==> config.mk <==
export PLATFORM = sky130hd
export DESIGN_NAME = lgca_cell
export DESIGN_NICKNAME = d
export VERILOG_FILES = /design/src/rtl/lgca_cell_pkg.sv /design/src/rtl/lgca_rng.sv /design/src/rtl/lgca_cell.sv
export SDC_FILE = /design/constraint.sdc
export NUM_CORES = 1
export LEC_CHECK = 0
export ABC_AREA = 1
export CORE_MARGIN = 4
export CORE_UTILIZATION = 30
export DETAILED_ROUTE_END_ITERATION = 8
export GPL_ROUTABILITY_DRIVEN = 0
export MAX_ROUTING_LAYER = met4
export PLACE_DENSITY = 0.66
export SETUP_SLACK_MARGIN = 0.15
export SYNTH_ARGS = -nofsm -noshare
export SYNTH_HDL_FRONTEND = slang
export SYNTH_SLANG_ARGS = --single-unit
==> constraint.sdc <==
create_clock -name clk -period 2.24 [get_ports clk]
set_input_delay 0.56 -clock clk [delete_from_list [all_inputs] [get_ports clk]]
set_output_delay 0.56 -clock clk [all_outputs]
set_load 0.05 [all_outputs]
==> src/rtl/lgca_cell_pkg.sv <==
// Shared lattice-gas definitions: direction indices, opposite/rotate helpers,
// maximal-length LFSR tap table and the FHP symmetric-triple patterns.
package lgca_cell_pkg;

   localparam int HPP_E = 0;
   localparam int HPP_N = 1;
   localparam int HPP_W = 2;
   localparam int HPP_S = 3;

   localparam int FHP_D000 = 0;
   localparam int FHP_D060 = 1;
   localparam int FHP_D120 = 2;
   localparam int FHP_D180 = 3;
   localparam int FHP_D240 = 4;
   localparam int FHP_D300 = 5;

   localparam logic [5:0] FHP_TRIPLE_A = 6'b010101;
   localparam logic [5:0] FHP_TRIPLE_B = 6'b101010;

   function automatic int opp(input int d, input int dirs);
      return (d + dirs / 2) % dirs;
   endfunction

   function automatic int rot(input int d, input int dirs, input logic ccw);
      return ccw ? (d + 1) % dirs : (d + dirs - 1) % dirs;
   endfunction

   // Fibonacci feedback masks, bit (t-1) set for polynomial tap t
   function automatic logic [31:0] lfsr_taps(input int w);
      case (w)
         8:       return 32'h0000_00B8;
         9:       return 32'h0000_0110;
         10:      return 32'h0000_0240;
         11:      return 32'h0000_0500;
         12:      return 32'h0000_0829;
         13:      return 32'h0000_100D;
         14:      return 32'h0000_2015;
         15:      return 32'h0000_6000;
         16:      return 32'h0000_D008;
         17:      return 32'h0001_2000;
         18:      return 32'h0002_0400;
         19:      return 32'h0004_0023;
         20:      return 32'h0009_0000;
         21:      return 32'h0014_0000;
         22:      return 32'h0030_0000;
         23:      return 32'h0042_0000;
         24:      return 32'h00E1_0000;
         25:      return 32'h0120_0000;
         26:      return 32'h0200_0023;
         27:      return 32'h0400_0013;
         28:      return 32'h0900_0000;
         29:      return 32'h1400_0000;
         30:      return 32'h2000_0029;
         31:      return 32'h4800_0000;
         32:      return 32'h8020_0003;
         default: return 32'h0;
      endcase
   endfunction

endpackage

==> src/rtl/lgca_rng.sv <==
// Fibonacci LFSR with advance enable; a zero seed is replaced by 1 so the
// register can never lock up in the all-zero state.
module lgca_rng
   import lgca_cell_pkg::*;
#(
   parameter int          RNG_W = 16,
   parameter logic [31:0] SEED  = 32'h0000_ACE1
) (
   input  logic clk,
   input  logic reset,
   input  logic adv,
   output logic msb
);

   if (RNG_W < 8 || RNG_W > 32) begin : g_bad_width
      $error("lgca_rng: RNG_W must be in 8..32");
   end

   localparam logic [RNG_W-1:0] SEED_W = SEED[RNG_W-1:0];
   localparam logic [RNG_W-1:0] INIT   = (SEED_W == '0) ? RNG_W'(1) : SEED_W;
   localparam logic [RNG_W-1:0] TAPS   = RNG_W'(lfsr_taps(RNG_W));

   logic [RNG_W-1:0] lfsr;
   logic             fb;

   assign fb  = ^(lfsr & TAPS);
   assign msb = lfsr[RNG_W-1];

   always_ff @(posedge clk or posedge reset) begin
      if (reset) begin
         lfsr <= INIT;
      end else if (adv) begin
         lfsr <= {lfsr[RNG_W-2:0], fb};
      end
   end

endmodule

==> src/rtl/lgca_cell.sv <==
// One lattice-gas automaton site (HPP square or FHP hex): streaming from the
// neighbours, collision / bounce-back rules, state load and collision statistics.
module lgca_cell
   import lgca_cell_pkg::*;
#(
   parameter int          DIRS    = 4,
   parameter int          RNG_W   = 16,
   parameter logic [31:0] SEED    = 32'h0000_ACE1,
   parameter int          COUNT_W = 8
) (
   input  logic                         clk,
   input  logic                         reset,
   input  logic [DIRS*DIRS-1:0]         nbr_state,
   input  logic                         step_en,
   input  logic                         collide_en,
   input  logic                         wall,
   input  logic                         load,
   input  logic [DIRS-1:0]              load_state,
   output logic [DIRS-1:0]              state,
   output logic [$clog2(DIRS+1)-1:0]    particle_cnt,
   output logic [COUNT_W-1:0]           collision_cnt,
   output logic                         rnd_bit
);

   localparam int PCW = $clog2(DIRS + 1);

   if (DIRS != 4 && DIRS != 6) begin : g_bad_dirs
      $error("lgca_cell: DIRS must be 4 or 6");
   end

   logic [DIRS-1:0] inc;
   logic [DIRS-1:0] rev;
   logic [DIRS-1:0] nxt;
   logic [5:0]      inc6;
   logic            hit;
   logic            adv;

   function automatic logic [DIRS-1:0] pair_mask(input int d);
      return (DIRS'(1) << d) | (DIRS'(1) << opp(d, DIRS));
   endfunction

   // A particle moving d arrives from the neighbour lying in direction opp(d)
   for (genvar d = 0; d < DIRS; d++) begin : g_lane
      assign inc[d] = nbr_state[opp(d, DIRS)*DIRS + d];
      assign rev[d] = inc[opp(d, DIRS)];
   end

   assign inc6 = 6'(inc);

   always_comb begin
      nxt = inc;
      hit = 1'b0;
      if (wall) begin
         nxt = rev;
      end else if (collide_en) begin
         for (int d = 0; d < DIRS / 2; d++) begin
            if (inc == pair_mask(d)) begin
               nxt = pair_mask(rot(d, DIRS, rnd_bit));
               hit = 1'b1;
            end
         end
         if (DIRS == 6 && (inc6 == FHP_TRIPLE_A || inc6 == FHP_TRIPLE_B)) begin
            nxt = ~inc;
            hit = 1'b1;
         end
      end
   end

   assign adv = step_en & ~load;

   always_ff @(posedge clk or posedge reset) begin
      if (reset) begin
         state         <= '0;
         collision_cnt <= '0;
      end else if (load) begin
         state <= load_state;
      end else if (step_en) begin
         state <= nxt;
         if (hit && collision_cnt != '1) begin
            collision_cnt <= collision_cnt + COUNT_W'(1);
         end
      end
   end

   always_comb begin
      particle_cnt = '0;
      for (int d = 0; d < DIRS; d++) begin
         particle_cnt = particle_cnt + PCW'(state[d]);
      end
   end

   lgca_rng #(
      .RNG_W (RNG_W),
      .SEED  (SEED)
   ) u_rng (
      .clk   (clk),
      .reset (reset),
      .adv   (adv),
      .msb   (rnd_bit)
   );

endmodule

==> run summary <==
Hold Path Cell Cnt: 2
asr flop ratio synth: 100.0%
number of flops mapped to enable cells by yosys: 0
Placement Setup Slack: 0.1382 ns
final worst path period need: 2.382 ns
R2R Path Start: collision_cnt[0]$_DFFE_PP0P_
r2r setup slk: 0.86 ns
wire length per cell: 10.18 um
post-route setup slack: -0.1421 ns
first-pass GRT wire length: 5285 um
Setup Viol. Count Final: 2
crit path capture type: output port
clock sink total: 28
Die X: 78.30 um
Top FF cell, synth: dfrtp_1
final std cells w/o fill: 291
worst vdd ir: 0.2697 mV
Core ar.: 0.004755 mm2
antenna-violating nets left: 0
layout cells sized above 1: 16.07%
Power Total: 1.443 mW
pwr dens: 727.5 mW/mm2
DRT iter0 DRCs: 51
sequential fraction of the synthesis area: 47.93%
per-instance average area after synthesis: 7.845 um2
DR vias: 1251
router iterations before antenna repair: 5
CTS clk-pin slew, worst paths: 0.10 ns
# DRC: 0
Arr. time, crit path: 1.82 ns
root buffer cell: clkbuf_8
maximum fanout along the worst path: 2
Max Fclk: 419.8 MHz
type of the worst min-delay path: flip-flop to flip-flop
Syn Nets: 219
starting density of the core: 31.18%
placed cells: 285
Boundary Pins: 42
CTS tree: built
fin util: 41.71%
final hold vios: 0
GR Util All Layers: 10.68%
Critical Path Start Type: flip-flop
area delta synth->final: 33.76%
outcome: complete, but fails checks
Longest Clk Path Bufs: 2
Leakage: 1.042 nW
number of synthesized register bits: 28
Period Utilization, post-route: 106.3%
fin. max-slew vios: 0
Syn. warnings: 0
HP Start: u_rng.lfsr[15]$_DFFE_PP1P_
ant diodes: 0
Least-Margin Pin Slew: 0.5029 ns
chip height: 78.30 um
H-tree lvl count: 1
FF-to-FF End: collision_cnt[1]$_DFFE_PP0P_
via/cell ratio: 4.299
Final Cell Area: 0.001983 mm2
clk_lat worst skew: 0.27 ns
Mapped Cells: 189
die footprint: 0.006131 mm2
Worst Skew: 0.006519 ns
remaining global-route overflow: 0
Port Buffers: 29
setup_tns: -0.1934 ns
worst hold slack: 0.4899 ns
Mapped Area: 0.001483 mm2
library cells used by synthesis: 24
final layout net count: 255
Slew HR: 66.42%
vias in the first global route: 1215
Num CTS Buffers: 3
MaxCap Viol Count: 0
Min-Delay Endpoint: u_rng.lfsr[15]$_DFFE_PP1P_
initial antenna violation count: 0
RSZ-0062 raised after global routing: true
Worst Path Class, Setup: flip-flop to output port
Placement Cell Area: 0.001912 mm2
failing checks: negative setup slack
post-DP HPWL: 2159 um
Filler Cells Inserted: 497
Cell Rows: 25
wirelength, routed: 2962 um
largest net degree at the start of global routing: 29
R2R cell count: 5
Worst EP required: 1.68 ns
-- Yosys cell counts, types with 2 or more instances --
cell type / n / share of area, %
dfstp_2: 8 / 14
a22oi_1: 2 / 1.0
nor2_4: 2 / 1.5
a21oi_1: 5 / 1.7
nor2_1: 10 / 2.5
nand2_1: 68 / 17
inv_1: 28 / 7.1
ha_1: 3 / 2.5
xor2_1: 5 / 3.0
o21ai_0: 19 / 6.4
nand3_1: 5 / 1.7
nand2b_1: 2 / 0.84
inv_2: 2 / 0.51
dfrtp_1: 20 / 34
-- routing by layer --
metal | part of all wire (%) | up-vias | GRT usage [%]
met5 | 0 | - | -
met1 | 49 | 574 | 14.48
met2 | 46 | 27 | 16.87
met4 | 0.54 | 0 | 1.573
li1 | - | 648 | -
met3 | 4.6 | 2 | 2.294
-- worst max-delay path, stage by stage, from the launching register on --
cell	delay [ns]
dfrtp_2	0.38
inv_2	0.04
fa_1	0.55
inv_2	0.05
ha_4	0.15
ha_4	0.26
buf_12	0.12
-- logic make-up (layout without fill, tap and decap cells) --
logic type | after synthesis | after routing | share of synthesized area, %
simple gates | 92 | 92 | 26.24
buf+inv | 32 | 67 | 8.692
flops | 28 | 28 | 47.93
compound gates | 27 | 27 | 9.704
xor+xnor | 6 | 6 | 3.544
fa+ha+maj | 4 | 4 | 3.882
-- flip-flops by register name, indices dropped and copies added (netlist names) --
register / cells
u_rng.lfsr: 16
state: 4
collision_cnt: 8
-- cell type report --
class / count / area (um2) / share of cell area, %
clock buffer: 4 / 55.05 / 2.776
inverter: 30 / 112.6 / 5.678
multi-input combinational: 129 / 668.1 / 33.69
sequential: 28 / 714.4 / 36.03
tap: 67 / 83.83 / 4.227
timing repair buffer: 33 / 349.1 / 17.60
-- placed cells by master, fill, tap and decap left out, types with 4 or more instances in the layout --
master	netlist	final
inv_1	28	24
dfrtp_1	20	17
nor2_1	10	10
nand3_1	5	5
xor2_1	5	5
dlymetal6s2s_1	0	4
nand2_1	68	68
buf_4	0	5
dfstp_2	8	8
a21oi_1	5	5
clkbuf_8	0	4
dlygate4sd2_1	0	7
clkdlybuf4s50_1	0	14
o21ai_0	19	19
inv_2	2	6
-- worst max-delay path by stage --
stage,start,endpoint,cells after the start,slack (ns)
2_1_floorplan,state[3]$_DFFE_PP0P_,particle_cnt[1],5,0.02
3_3_place_gp,state[3]$_DFFE_PP0P_,particle_cnt[1],6,0.14
3_5_place_dp,state[3]$_DFFE_PP0P_,particle_cnt[1],6,0.14
4_1_cts,state[0]$_DFFE_PP0P_,particle_cnt[1],6,-0.16
5_1_grt,state[3]$_DFFE_PP0P_,particle_cnt[1],6,-0.19
6_report,state[3]$_DFFE_PP0P_,particle_cnt[1],6,-0.14
-- report_power, final --
part           leakage, nW  switching (mW)  internal [mW]
combinational        0.671           0.265          0.199
sequential           0.342          0.0472          0.615
clock               0.0288           0.159          0.157
-- repair_timing --
| item | CTS | global route |
|---|---|---|
| pin swaps | 1 | 1 |
| hold buffers | 0 | 0 |
| setup buffers | 2 | 0 |
| cloned | 0 | 0 |
| setup endpoints to repair | 8 | 7 |
| resized for setup | 8 | 4 |
Note: power is estimated with default switching activity, not from simulation.
